File: config.mk
export PLATFORM = sky130hd
export DESIGN_NAME = uart_rx_16x
export DESIGN_NICKNAME = d
export VERILOG_FILES = /design/src/rtl/uart_rx_16x.sv
export SDC_FILE = /design/constraint.sdc
export NUM_CORES = 1
export LEC_CHECK = 0
export CAP_MARGIN = 20
export CELL_PAD_IN_SITES_DETAIL_PLACEMENT = 2
export CELL_PAD_IN_SITES_GLOBAL_PLACEMENT = 2
export CORE_ASPECT_RATIO = 1.2
export CORE_MARGIN = 1.5
export CORE_UTILIZATION = 40
export DETAILED_ROUTE_END_ITERATION = 8
export GPL_ROUTABILITY_DRIVEN = 0
export PLACE_DENSITY_LB_ADDON = 0.12
export SLEW_MARGIN = 20
export SYNTH_ARGS = -nofsm -noshare
export SYNTH_HDL_FRONTEND = slang
export SYNTH_SLANG_ARGS = --single-unit
export TNS_END_PERCENT = 50
File: constraint.sdc
create_clock -name clk -period 2.9 [get_ports clk]
set_input_delay 0.435 -clock clk [delete_from_list [all_inputs] [get_ports clk]]
set_output_delay 0.435 -clock clk [all_outputs]
set_load 0.05 [all_outputs]
File: src/rtl/uart_rx_16x.sv
// 8N1 serial receiver clocked at OVERSAMPLE x baud: two-flop synchronizer, mid-bit sampling FSM,
// and a valid/ready holding register that raises framing-error, break and overrun pulses.
module uart_rx_16x #(
    parameter int DATA_BITS  = 8,
    parameter int OVERSAMPLE = 16
) (
    input  logic                 clk,
    input  logic                 rst_n,
    input  logic                 rx,
    input  logic                 rx_ready,
    output logic [DATA_BITS-1:0] rx_data,
    output logic                 rx_valid,
    output logic                 frame_err,
    output logic                 break_det,
    output logic                 overrun,
    output logic                 busy
);

    localparam int CNT_W = $clog2(OVERSAMPLE);
    localparam int BIT_W = $clog2(DATA_BITS);

    localparam logic [CNT_W-1:0] CNT_MID  = CNT_W'(OVERSAMPLE / 2 - 1);
    localparam logic [CNT_W-1:0] CNT_LAST = CNT_W'(OVERSAMPLE - 1);
    localparam logic [BIT_W-1:0] BIT_LAST = BIT_W'(DATA_BITS - 1);

    typedef enum logic [2:0] {
        S_IDLE,
        S_START,
        S_DATA,
        S_STOP,
        S_WAIT_HIGH
    } state_t;

    logic                 r_sync1;
    logic                 r_sync2;
    logic                 w_rx_s;

    state_t               r_state;
    state_t               w_state_next;
    logic [CNT_W-1:0]     r_cnt;
    logic [CNT_W-1:0]     w_cnt_next;
    logic [BIT_W-1:0]     r_bit;
    logic [BIT_W-1:0]     w_bit_next;
    logic [DATA_BITS-1:0] r_shift;
    logic [DATA_BITS-1:0] w_shift_next;
    logic                 r_busy;

    logic                 w_deliver;
    logic                 w_ferr;
    logic                 w_brk;

    logic [DATA_BITS-1:0] r_data;
    logic                 r_valid;
    logic                 r_ferr;
    logic                 r_brk;
    logic                 r_ovr;

    // Idle-high reset value keeps the FSM from seeing a phantom start bit right after reset.
    // NOTE: sequential state uses non-blocking assignments so every flop samples pre-edge values.
    always_ff @(posedge clk or negedge rst_n) begin
        if (!rst_n) begin
            r_sync1 <= 1'b1;
            r_sync2 <= 1'b1;
        end else begin
            r_sync1 <= rx;
            r_sync2 <= r_sync1;
        end
    end

    assign w_rx_s = r_sync2;

    always_ff @(posedge clk or negedge rst_n) begin
        if (!rst_n) begin
            r_state <= S_IDLE;
            r_cnt   <= '0;
            r_bit   <= '0;
            r_shift <= '0;
            r_busy  <= 1'b0;
        end else begin
            r_state <= w_state_next;
            r_cnt   <= w_cnt_next;
            r_bit   <= w_bit_next;
            r_shift <= w_shift_next;
            r_busy  <= (w_state_next != S_IDLE);
        end
    end

    // NOTE: every signal gets its default before the case so no path can infer a latch.
    always_comb begin
        w_state_next = r_state;
        w_bit_next   = r_bit;
        w_shift_next = r_shift;
        w_deliver    = 1'b0;
        w_ferr       = 1'b0;
        w_brk        = 1'b0;

        case (r_state)
            S_IDLE: begin
                if (!w_rx_s) begin
                    w_state_next = S_START;
                end
            end
            S_START: begin
                if (r_cnt == CNT_MID) begin
                    if (w_rx_s) begin
                        w_state_next = S_IDLE;
                    end else begin
                        w_state_next = S_DATA;
                        w_bit_next   = '0;
                    end
                end
            end
            S_DATA: begin
                if (r_cnt == CNT_LAST) begin
                    // Right shift: the first (LSB) bit ends up in bit 0 after DATA_BITS samples.
                    w_shift_next = {w_rx_s, r_shift[DATA_BITS-1:1]};
                    if (r_bit == BIT_LAST) begin
                        w_state_next = S_STOP;
                    end else begin
                        w_bit_next = r_bit + BIT_W'(1);
                    end
                end
            end
            S_STOP: begin
                if (r_cnt == CNT_LAST) begin
                    if (w_rx_s) begin
                        w_deliver    = 1'b1;
                        w_state_next = S_IDLE;
                    end else if (r_shift == '0) begin
                        w_brk        = 1'b1;
                        w_state_next = S_WAIT_HIGH;
                    end else begin
                        w_ferr       = 1'b1;
                        w_state_next = S_WAIT_HIGH;
                    end
                end
            end
            S_WAIT_HIGH: begin
                if (w_rx_s) begin
                    w_state_next = S_IDLE;
                end
            end
            default: begin
                w_state_next = S_IDLE;
            end
        endcase
    end

    // The sample counter restarts on every state change and on each completed data bit.
    always_comb begin
        w_cnt_next = '0;
        if ((w_state_next == r_state) && (r_cnt != CNT_LAST) &&
            ((r_state == S_START) || (r_state == S_DATA) || (r_state == S_STOP))) begin
            w_cnt_next = r_cnt + CNT_W'(1);
        end
    end

    // A completed byte is taken only if the holding register is empty or being emptied this edge.
    always_ff @(posedge clk or negedge rst_n) begin
        if (!rst_n) begin
            r_data  <= '0;
            r_valid <= 1'b0;
            r_ferr  <= 1'b0;
            r_brk   <= 1'b0;
            r_ovr   <= 1'b0;
        end else begin
            r_ferr <= w_ferr;
            r_brk  <= w_brk;
            r_ovr  <= 1'b0;
            if (w_deliver) begin
                if (!r_valid || rx_ready) begin
                    r_data  <= r_shift;
                    r_valid <= 1'b1;
                end else begin
                    r_ovr <= 1'b1;
                end
            end else if (r_valid && rx_ready) begin
                r_valid <= 1'b0;
            end
        end
    end

    assign rx_data   = r_data;
    assign rx_valid  = r_valid;
    assign frame_err = r_ferr;
    assign break_det = r_brk;
    assign overrun   = r_ovr;
    assign busy      = r_busy;

endmodule

==> flow_metrics.tcl, run 1 <==
set metrics [dict create \
    status "completed" \
    fmax_ghz 0.533 \
    clk_path_buf_depth 2 \
    clkPwrFrac_pct 33.1 \
    finalSetupViolations 0 \
    io_pins 17 \
    cts_buffers 5 \
    post-route-min-period_ns 1.88 \
    wl_met2_mm 1.60 \
    io_buffer_count 16 \
    final_cell_area_mm2 0.00171 \
    ys_types 32 \
    die_area_mm2 0.00383 \
    wl_met3_um 90 \
    final_cell_mix "dfrtp_1 (31), clkdlybuf4s50_1 (16), mux2_2 (15)" \
    start_util_pct 41.5 \
    grt_max_degree 34 \
    worst_pin_slew_ns 0.505 \
    cp-start-kind "flop" \
    firstDrtPassIters 6 \
    synth_area_mm2 0.00139 \
    routed-via-count 878 \
    drtIter0Drc 22 \
    die_h_um 67.5 \
    dp_slack_ns 1.12 \
    coreArea_mm2 0.00334 \
    antenna_cells 0 \
    syn_nets 107 \
    nFillCells 326 \
    slowest_delay_ns 0.81 \
    wl_mm 2.89 \
    period_share_pct 64.7 \
    drc 0 \
    area_growth_pct 23.3 \
    p_int_uw 920 \
    cts_setup_buffers 0 \
    yosys_register_bits 33 \
    crit_slowest_cell "clkdlybuf4s50_1" \
    powerDensity_mw_per_mm2 787 \
    p_sw_uw 424 \
    seqPwrFrac_pct 45.6 \
    grt_pass1_vias 972 \
    path_cells "clkdlybuf4s50_1" \
    grt_pass1_wl_mm 4.90 \
    track_usage_pct 18.0 \
    vias_per_cell 5.45 \
    clock_latency_ns 0.28 \
    final_layout_size_suffix_gt1_share_pct 25.8 \
    wl_per_cell_um 18.0 \
    layout.nets 130 \
    tns_ns 0 \
    htree_levels 2 \
    async_reset_ff_share_pct 100 \
    ant_nets 0 \
    clock_skew_ns 0.00232 \
    fin_util_pct 51.2 \
    p_leak_nw 0.816 \
    crit_fanout 2 \
    fp.dieW_um 56.7 \
    min_path_type "reg2reg" \
    finalPower_mw 1.34 \
    combPwrFrac_pct 21.3 \
    slew_headroom_pct 66.3 \
    place_area_mm2 0.00159 \
    critPathCaptureType "primary output" \
    row_count 23 \
    cp_top_family "buffers and inverters" \
    slew_violations 0 \
    rsz0062_at_grt "false" \
    cts_root_buffer "clkbuf_8" \
    syn_avg_cell_area_um2 13.9 \
    ctsHoldBuffers 0 \
    cts_resized 0 \
    final_common_cell "dfrtp_1" \
    final_cells 161 \
    dp.cells 153 \
    wl_met1_mm 1.13 \
    drv_cap 0 \
    dpl.hpwl_mm 2.06 \
    whs_ns 0.357 \
    required_ns 2.47 \
    finalHoldViolCount 0 \
    cp.buffers_inverters 1 \
    ys_seq_area_share_pct 59.7 \
    antenna_found_initial 0 \
    ys.flop_type "dfrtp_1" \
    top_layer "met4" \
    synth_edf_count 0 \
    ir_drop_mv 0.502 \
    tritoncts "done" \
    grt_overflow 0 \
    final.setup.worst_slack_ns 1.02 \
    clock-sinks 33 \
    swShare_pct 31.6 \
    ys_warn_count 0 \
    worst_ep_arrival_time_ns 1.44 \
    cts.reportedPaths.clkPinSlew_ns 0.07 \
    syn_inst 100 \
    worstSetupPathType "reg2out" \
]
==> kinds of logic (layout without fill, tap and decap cells) <==
logic type	count (synthesis)	after routing	share of synthesized area [%]
buffers and inverters	5	29	1.62
adders and majority gates	3	3	2.71
xor gates and xnor gates	3	3	1.90
AOI/OAI and AO/OA	12	12	6.14
muxes	17	17	13.8
and+or+nand+nor	27	27	14.1
DFF	33	33	59.7
==> per-layer routing <==
metal	vias up	track usage (%)
li1	405	-
met1	454	18.9
met2	14	31.8
met3	5	5.17
met4	0	11.3
met5	-	0
==> synth_stat cells (2+ instances only) <==
cell type  count  area, um2
dfrtp_1       31        776
a21oi_1        2       10.0
nor4_1         3       18.8
nor2_1         9       33.8
dfstp_2        2       52.6
xnor2_1        2       17.5
mux2_2        15        169
a22o_1         2       17.5
inv_1          4       15.0
mux2_1         2       22.5
ha_1           3       37.5
nand2_1        4       15.0
o21ai_0        2       10.0
==> path summary, 6_finish.rpt <==
kind / to / cells after the start / from / slack (ns)
worst min register to register: r_sync2 / 0 / r_sync1 / 0.36
worst max-delay path: rx_data[6] / 1 / rx_data[6] / 1.02
max in group asynchronous: r_sync2 / 2 / rst_n / 2.02
worst min-delay path: r_sync2 / 0 / r_sync1 / 0.36
worst max register to register: busy / 5 / r_cnt[0] / 1.10
min in group asynchronous: rx_data[2] / 2 / rst_n / 0.55
==> flip-flops by register name, summed over array words and instances (netlist names) <==
name	flops
r_sync1	1
rx_valid	1
rx_data	8
overrun	1
frame_err	1
break_det	1
busy	1
r_cnt	4
r_sync2	1
r_state	3
r_bit	3
r_shift	8
==> area by class of cell <==
type,instances,area (um2),area share [%]
timing repair buffer,17,168,9.81
tap,37,46.3,2.71
multi-input combinational,62,536,31.3
clock buffer,7,86.3,5.05
inverter,4,15.0,0.878
clock inverter,1,30.0,1.76
sequential,33,828,48.5
==> power by group through the flow <==
stage,Sequential [mW],Combinational [mW],Clock [mW]
6_report,0.613,0.287,0.445
3_5_place_dp,0.620,0.287,0
3_3_place_gp,0.614,0.275,0
5_1_grt,0.624,0.322,0.477
4_1_cts,0.616,0.293,0.460
2_1_floorplan,0.625,0.185,0
No activity file was read; power rests on OpenSTA's default activity.
==> inputs of run 2 (changes only) <==
- CORE_UTILIZATION: 40 -> 37
- clock period: 2.9 -> 1.9 ns (I/O delays scaled with it)
==> flow_metrics.tcl, run 2 (synthesis gave the netlist of run 1 again) <==
set metrics [dict create \
    worst_ep_arrival_time_ns 1.45 \
    rsz0062_at_grt "false" \
    cts.reportedPaths.clkPinSlew_ns 0.06 \
    final_cells 164 \
    r2r_slack_ns 0.19 \
    ant_nets 0 \
    cp-start-kind "flop" \
    nFillCells 361 \
    clock_latency_ns 0.28 \
    worst-r2r-cell-count 6 \
    cts_root_buffer "clkbuf_8" \
    grt_pass1_wl_mm 5.24 \
    track_usage_pct 17.6 \
    die_area_mm2 0.00412 \
    io_buffer_count 16 \
    cp.depth 1 \
    critPathCaptureType "primary output" \
    rr_endpoint "busy" \
    antenna_found_initial 0 \
    p_leak_nw 0.806 \
    min_path_type "reg2reg" \
    drc 0 \
    firstDrtPassIters 2 \
    period_share_pct 91.6 \
    final_cell_area_mm2 0.00170 \
    status "completed" \
    critPathCapture "rx_data[0]" \
    area_growth_pct 22.5 \
    worstSetupPathType "reg2out" \
    r2r_start "r_cnt[0]" \
    clock_skew_ns 0.00386 \
    slowest_delay_ns 0.81 \
    final_cell_mix "dfrtp_1 (31), clkdlybuf4s50_1 (16), mux2_2 (15)" \
    cp_top_family "buffers and inverters" \
    worst_pin_slew_ns 0.509 \
    grt_max_degree 34 \
    io_pins 17 \
    coreArea_mm2 0.00360 \
    wl_mm 2.95 \
    layout.nets 131 \
    crit_slowest_cell "clkdlybuf4s50_1" \
    cts_buffers 5 \
    vias_per_cell 5.30 \
    antenna_cells 0 \
    final_layout_size_suffix_gt1_share_pct 25.6 \
    finalSetupViolations 0 \
    post-route-min-period_ns 1.74 \
    final_common_cell "dfrtp_1" \
    grt_pass1_vias 1037 \
    row_count 24 \
    min_from "r_sync1" \
    die_h_um 70.1 \
    fmax_ghz 0.575 \
    clock-sinks 33 \
    slew_headroom_pct 65.9 \
    slew_violations 0 \
    crit_fanout 2 \
    path_cells "clkdlybuf4s50_1" \
    dpl.hpwl_mm 2.08 \
    ir_drop_mv 0.466 \
    finalHoldViolCount 0 \
    fp.dieW_um 58.9 \
    drtIter0Drc 19 \
    dp_slack_ns 0.102 \
    wl_per_cell_um 18.0 \
    final.setup.worst_slack_ns 0.160 \
    startpoint "rx_data[0]" \
    routed-via-count 869 \
    clk_path_buf_depth 2 \
    tritoncts "done" \
    tns_ns 0 \
    powerDensity_mw_per_mm2 1100 \
    start_util_pct 38.5 \
    dp.cells 155 \
    htree_levels 2 \
    whs_ns 0.356 \
    required_ns 1.62 \
    grt_overflow 0 \
    ctsHoldBuffers 0 \
    drv_cap 0 \
    cp.buffers_inverters 1 \
    place_area_mm2 0.00160 \
]
## run 2: cell types whose count changed in the layout (fill, tap and decap cells not counted)
cell       before  now
buf_12          0    1
bufinv_16       1    0
clkbuf_8        6    5
clkbuf_1        1    3
nand2_1         4    3
nand2_2         0    1
## run 2: how the worst min path moves through the flow
stage	cells past startpoint	to	slack, ns
after floorplan	0	break_det	-0.01
after global placement	0	r_sync2	0.35
after detailed placement	0	r_sync2	0.35
after CTS	0	r_sync2	0.36
after global routing	0	r_sync2	0.36
final	0	r_sync2	0.36
## run 2: report_power, final
group | internal [mW] | switching, mW
Combinational | 0.183 | 0.252
Sequential | 0.798 | 0.128
Clock | 0.260 | 0.244
## run 2: what timing repair did
item	CTS	global route
buffers inserted	0	1
gates resized for setup	0	1
setup endpoints to repair	0	8
## run 2: final cells by class
cell class | instances | area, um2 | share of cell area, %
inverters | 4 | 15.0 | 0.884
repair buffers | 18 | 188 | 11.1
flip-flops and latches | 33 | 828 | 48.8
well taps | 39 | 48.8 | 2.87
multi-input cells | 62 | 538 | 31.7
clock buffers | 8 | 80.1 | 4.72
## run 2: per-stage QoR
stage	power [mW]	util, %
global placement	1.35	44.3
floorplan	1.24	-
detailed placement	1.38	44.3
finish	1.86	47.1
CTS	1.90	46.5
global route	2.00	47.1
## run 2: per-layer routing
metal	routed length (um)	up-vias	track usage, %
li1	-	403	-
met1	1210	452	21.5
met2	1600	12	28.6
met3	96	2	5.93
met4	38	0	6.06
met5	0	-	0
==> inputs of run 3 (changes only) <==
- CORE_ASPECT_RATIO: 1.2 -> default
- CORE_MARGIN: 1.5 -> 2
- SETUP_SLACK_MARGIN: default -> 0.02
==> flow_metrics.tcl, run 3 (synthesis gave the netlist of run 1 again) <==
set metrics [dict create \
    vias_per_cell 5.01 \
    die_area_mm2 0.00425 \
    final_layout_size_suffix_gt1_share_pct 28.6 \
    tritoncts "done" \
    grt_overflow 0 \
    htree_levels 2 \
    min_from "r_sync1" \
    slew_violations 0 \
    ir_drop_mv 0.644 \
    antenna_found_initial 0 \
    grt_max_degree 34 \
    drtIter0Drc 14 \
    finalSetupViolations 0 \
    cp-start-kind "flop" \
    crit_fanout 9 \
    io_buffer_count 16 \
    clk_path_buf_depth 2 \
    final_cell_mix "dfrtp_1 (31), clkdlybuf4s50_1 (16), mux2_2 (15)" \
    worst_pin_slew_ns 0.496 \
    p_leak_nw 0.829 \
    slowest_delay_ns 0.40 \
    cp.buffers_inverters 1 \
    clock_latency_ns 0.28 \
    crit_slowest_cell "dfrtp_1" \
    tns_ns 0 \
    cp_top_family "compound AO/OA/AOI/OAI gates" \
    antenna_cells 0 \
    path_cells "ha_1 > nand2_1 > nor3_4 > buf_12 > a221oi_2 > o211ai_1" \
    worstSetupPathType "reg2reg" \
    ctsHoldBuffers 0 \
    powerDensity_mw_per_mm2 1120 \
    wl_per_cell_um 15.8 \
    ant_nets 0 \
    track_usage_pct 15.0 \
    coreArea_mm2 0.00363 \
    min_path_cells 0 \
    dp.cells 165 \
    grt_pass1_vias 962 \
    cts.reportedPaths.clkPinSlew_ns 0.07 \
    required_ns 2.04 \
    hold_end "r_sync2" \
    worst-r2r-cell-count 6 \
    fmax_ghz 0.562 \
    rr_endpoint "busy" \
    firstDrtPassIters 3 \
    nFillCells 369 \
    grt_pass1_wl_mm 4.67 \
    worst_ep_arrival_time_ns 1.92 \
    r2r_start "r_cnt[0]" \
    min_path_type "reg2reg" \
    dpl.hpwl_mm 2.05 \
    row_count 22 \
    drc 0 \
    finalHoldViolCount 0 \
    drv_cap 0 \
    io_pins 17 \
    rsz0062_at_grt "true" \
    r2r_slack_ns 0.12 \
    cts_buffers 5 \
    clock_skew_ns 0.00486 \
    slew_headroom_pct 66.9 \
    status "completed" \
    wl_mm 2.75 \
    cts_root_buffer "clkbuf_8" \
    fp.dieW_um 65.2 \
    layout.nets 132 \
    final_common_cell "dfrtp_1" \
    post-route-min-period_ns 1.78 \
    area_growth_pct 25.6 \
    start_util_pct 38.2 \
    period_share_pct 93.7 \
    clock-sinks 33 \
    critPathCaptureType "flop" \
    die_h_um 65.2 \
    final_cells 174 \
    routed-via-count 871 \
]
-- run 3: worst max-delay path by stage --
stage	start	endpoint	cells after the start	slack, ns
after global placement	r_cnt[0]	busy	5	0.12
after floorplan	r_bit[0]	r_bit[0]	5	0.35
after detailed placement	r_cnt[0]	busy	5	0.04
final	r_cnt[0]	busy	6	0.12
after global routing	r_cnt[0]	busy	6	0.006
after CTS	r_cnt[0]	r_shift[6]	4	0.07
-- run 3: worst register-to-register path, cell delays in order, from the launching register on --
cell and delay [ns]:
dfrtp_1 0.40, ha_1 0.28, nand2_1 0.23, nor3_4 0.08, buf_12 0.15, a221oi_2 0.32, o211ai_1 0.17
-- run 3: layout make-up --
type | instances | area (um2) | share of cell area [%]
clock buffers | 7 | 96.3 | 5.53
clock inverters | 1 | 5.00 | 0.287
flip-flops and latches | 33 | 828 | 47.6
well taps | 48 | 60.1 | 3.45
multi-input cells | 62 | 542 | 31.1
repair buffers | 19 | 195 | 11.2
inverters | 4 | 15.0 | 0.862
-- run 3: routing by layer --
layer	up-vias	global-route usage (%)	part of all wire [%]
met3	2	5.31	4.0
met1	448	17.6	44
met5	-	0	0
li1	404	-	-
met2	17	25.8	51
met4	0	4.69	0.62
-- run 3: power by group --
group / switching [mW] / total (mW) / internal (mW)
clock: 0.234 / 0.561 / 0.327
combinational: 0.260 / 0.448 / 0.187
sequential: 0.142 / 0.941 / 0.799
total: 0.636 / 1.95 / 1.31
-- run 3: timing repair --
item | in CTS | in global routing
pin swaps | 0 | 1
endpoints found under the setup margin | 1 | 8
gates resized for setup | 1 | 0
setup buffers | 0 | 1
-- run 3: per-stage QoR --
| stage | util (%) | hold slack [ns] | area [um2] | setup slack, ns | total power, mW |
|---|---|---|---|---|---|
| after global routing | 47.9 | 0.367 | 1740 | 0.00631 | 2.07 |
| after floorplan | - | -0.0106 | 1390 | 0.354 | 1.24 |
| after global placement | 44.4 | 0.351 | 1610 | 0.125 | 1.36 |
| after detailed placement | 44.4 | 0.349 | 1610 | 0.0398 | 1.39 |
| after CTS | 47.4 | 0.362 | 1720 | 0.0692 | 1.98 |
| final | 47.9 | 0.360 | 1740 | 0.120 | 1.95 |
==> edit 1 (config.mk and constraints of run 3) <==
Change the parameter `OVERSAMPLE` from 16 to 32.
--- a/src/rtl/uart_rx_16x.sv
+++ b/src/rtl/uart_rx_16x.sv
@@ -3,5 +3,5 @@
 module uart_rx_16x #(
     parameter int DATA_BITS  = 8,
-    parameter int OVERSAMPLE = 16
+    parameter int OVERSAMPLE = 32
 ) (
     input  logic                 clk,
Function: no difference found for any inputs over 10 cycles, from zero or initial values and one cycle with rst_n low; that may be too few to reach the edited logic, so the function may still have changed.
==> edit 1 against run 3 <==
- wire length is 8.8% higher
- critical endpoint is now rx_data[5]
- sequential cell count rose by 1
- cell count up 9.2%
- final area grew 7.1%
- clock skew is 3.3 ps higher
- global-route usage rose by 0.45 points
- setup slack got worse by 21 ps
- critical path type unchanged
- utilization fell by 0.62 points
- area after synthesis is 8.4% higher
- sequential share of layout area decreased by 1.8 points
- worst hold slack hardly changed
- synthesized cell count rose by 15%
Power is not compared: it rests on default switching activity, and its combinational part moved more than twofold at a synthesized area within 25%.
==> edit 1: results (changes against run 3) <==
synthCells: 115  # +15%
grt_pass1_vias: 1004  # +4.4%
grtUsageMet2: 0.232  # -0.0260
postPlaceCellArea_sq_um: 1740  # +7.9%
status: "finished, final reports clean"
skew_ps: 8.20  # +3.34 ps
grt_max_degree: 35  # +2.9%
fin_ws_ps: 98.9  # -21.3 ps
place_inst: 183  # +11%
synth_common_cells: "dfrtp_1, mux2_2, nor2_1, ha_1"
arrival_ps: 1970  # +50 ps
synth_xor_area_frac: 0.0117  # -0.00730
instances_no_fill: 190  # +9.2%
wl_met1_um: 1380  # +13%
rrSetupSlack_ps: 100  # -20 ps
syn_nets: 125  # +17%
wl_met3_um: 123  # +13%
muxShareOfSynthArea: 0.134  # -0.00403
wl_um: 2990  # +8.8%
dp_slack_ps: -34.2  # -74.0 ps
cp-endpoint: "rx_data[5]"
finalNetCount: 150  # +14%
drt-initial-drc-count: 32  # +18
firstDrtPassIters: 4  # +1
synthAdderAreaFrac: 0.0500  # +0.0229
cp_top_family: "simple AND/OR/NAND/NOR gates"
track_usage: 0.155  # +0.00446
grt_first_pass_wirelength_um: 4950  # +5.9%
use_met3: 0.0517  # -0.00142
synthToLayoutAreaGrowth_pct: 24.1
n_fill_cell: 398  # +7.9%
==> edit 1: final cells by class <==
| cell class | count | share of cell area |
|---|---|---|
| Clock buffer | 6 | 0.0443 |
| Clock inverter | 1 | 0.0161 |
| Inverter | 4 | 0.00805 |
| Multi-Input combinational cell | 73 | 0.324 |
| Sequential cell | 34 | 0.457 |
| Tap cell | 50 | 0.0335 |
| Timing Repair Buffer | 22 | 0.117 |
==> edit 1: power groups by stage <==
stage | sequential, mW | clock, mW | combinational [mW]
2_1_floorplan | 0.802 | 0 | 0.0791
3_3_place_gp | 0.809 | 0 | 0.114
3_5_place_dp | 0.810 | 0 | 0.121
4_1_cts | 0.798 | 0.699 | 0.124
5_1_grt | 0.803 | 0.734 | 0.143
6_report | 0.796 | 0.672 | 0.121
==> edit 1: repair_timing <==
action / 4_1_cts / 5_1_grt
resized for setup: 3 / 2
pin swaps: 0 / 1
endpoints found under the setup margin: 13 / 20
==> edit 2 (config.mk and constraints of run 3) <==
Made on the original files. Encoding of `state_t`: now one-hot (5 bits for 5 states).
--- a/src/rtl/uart_rx_16x.sv
+++ b/src/rtl/uart_rx_16x.sv
@@ -24,10 +24,10 @@
     localparam logic [BIT_W-1:0] BIT_LAST = BIT_W'(DATA_BITS - 1);
 
-    typedef enum logic [2:0] {
-        S_IDLE,
-        S_START,
-        S_DATA,
-        S_STOP,
-        S_WAIT_HIGH
+    typedef enum logic [4:0] {
+        S_IDLE      = 5'b00001,
+        S_START     = 5'b00010,
+        S_DATA      = 5'b00100,
+        S_STOP      = 5'b01000,
+        S_WAIT_HIGH = 5'b10000
     } state_t;
 
Function: same outputs for any inputs over 10 cycles, from zero or initial values and one cycle with rst_n low; not proved beyond that.
==> edit 2 against run 3 <==
- sequential cell count rose by 2
- final area rose by 13%
- synthesized cell count rose by 32%
- first-iteration DRC count rose by 140%
- maximum frequency fell by 2.3%
- utilization rose by 0.45 points
- setup slack got worse by 42 ps
- wire length rose by 40%
- total power fell by 7.0%
- count of clock-buffer cells in the layout fell by 1
- area after synthesis rose by 15%
==> edit 2: results (changes against run 3) <==
syn_nets: 139  # +30%
wl_um: 3840  # +40%
synth_edf_count: 0  # unchanged
leakagePower_nw: 0.911  # +9.9%
firstDrtPassIters: 4  # +1
finalNetCount: 162  # +23%
layout-drive-gt1-share: 0.282  # -0.00366
drt-initial-drc-count: 33  # +19
arrival_ps: 1990  # +70 ps
peakVddDrop_mv: 0.385  # -40%
status: "finished, final reports clean"
slew_headroom: 0.611  # -0.0578
clk_latency_ps: 290
skew_ps: 6.60  # +1.74 ps
grt_max_degree: 36  # +5.9%
place_hpwl_um: 2650  # +29%
synth_common_cells: "dfrtp_1, mux2_2, nor2_1, and3_1, nor3_1"
routed_via_density: 5.49  # +9.7%
io_buffers: 16  # unchanged
grt_first_pass_wirelength_um: 6500  # +39%
n_fill_cell: 409  # +11%
seq_area_frac_synth: 0.552  # -0.0452
track_usage: 0.172  # +0.0220
crit_fanout: 10  # +1
antenna_found_initial: 0  # unchanged
grt_pass1_vias: 1230  # +28%
==> edit 2: cell count changes after synthesis, moves of 3 or more <==
cell,before,now
and3_1,1,6
clkbuf_1,0,3
nor3_1,1,6
mux2i_1,0,3
==> edit 2: stage by stage <==
step | hold slack (ps) | setup WS, ps | cells | total power, mW | cell area (sq um)
floorplan | -10.6 | 65.0 | 132 | 1.13 | 1590
global placement | 345 | 104 | 197 | 1.21 | 1830
detailed placement | 352 | 34.8 | 197 | 1.23 | 1830
CTS | 364 | 31.1 | 205 | 1.82 | 1930
global route | 367 | 0.256 | 206 | 1.91 | 1960
finish | 359 | 78.0 | 206 | 1.81 | 1960
==> edit 2: kinds of logic after synthesis <==
kind of cell,after synthesis,synth area share
buf+inv,10,0.0369
compound gates,17,0.0786
xor+xnor,3,0.0165
fa+ha+maj,3,0.0236
flops,35,0.552
mux,19,0.132
simple gates,45,0.160
==> edit 2: power by group <==
group	leakage [nW]	internal [mW]	switching [mW]
clock network	0.0474	0.296	0.280
logic	0.391	0.162	0.210
registers	0.472	0.798	0.0669
total	0.911	1.26	0.557
==> edit 2: path summary, 6_finish.rpt <==
path | cells past startpoint | slack, ps | start | endpoint
setup reg to reg | 4 | 80 | r_state[4] | r_bit[1]
hold reg to reg | 0 | 360 | r_sync1 | r_sync2
hold / removal | 0 | 360 | r_sync1 | r_sync2
max in group asynchronous | 2 | 1140 | rst_n | r_sync2
min in group asynchronous | 2 | 410 | rst_n | break_det
setup / recovery | 4 | 80 | r_state[4] | r_bit[1]
==> edit 2: what timing repair did <==
item	in CTS	in global routing
gates resized for setup	1	7
pin swaps	0	1
endpoints found under the setup margin	2	11
endpoints found under the hold margin	0	0
setup buffers	0	1
==> edit 2: layout make-up <==
| cell class | instances | area share |
|---|---|---|
| timing repair buffer | 24 | 0.119 |
| tap | 50 | 0.0319 |
| multi-input combinational | 87 | 0.346 |
| clock inverter | 2 | 0.00829 |
| inverter | 2 | 0.00382 |
| sequential | 35 | 0.449 |
| clock buffer | 6 | 0.0421 |
==> edit 2: layer usage <==
metal / track usage / part of all wire
met5: 0 / 0
met4: 0.0449 / 0.012
met3: 0.0465 / 0.035
met2: 0.286 / 0.52
met1: 0.223 / 0.43
==> edit 2: worst max-delay path, cell delays in order, from the launching register on <==
cell and delay (ps):
dfrtp_2 490, or2_1 270, or4_4 490, and3_1 180
a221o_1 260
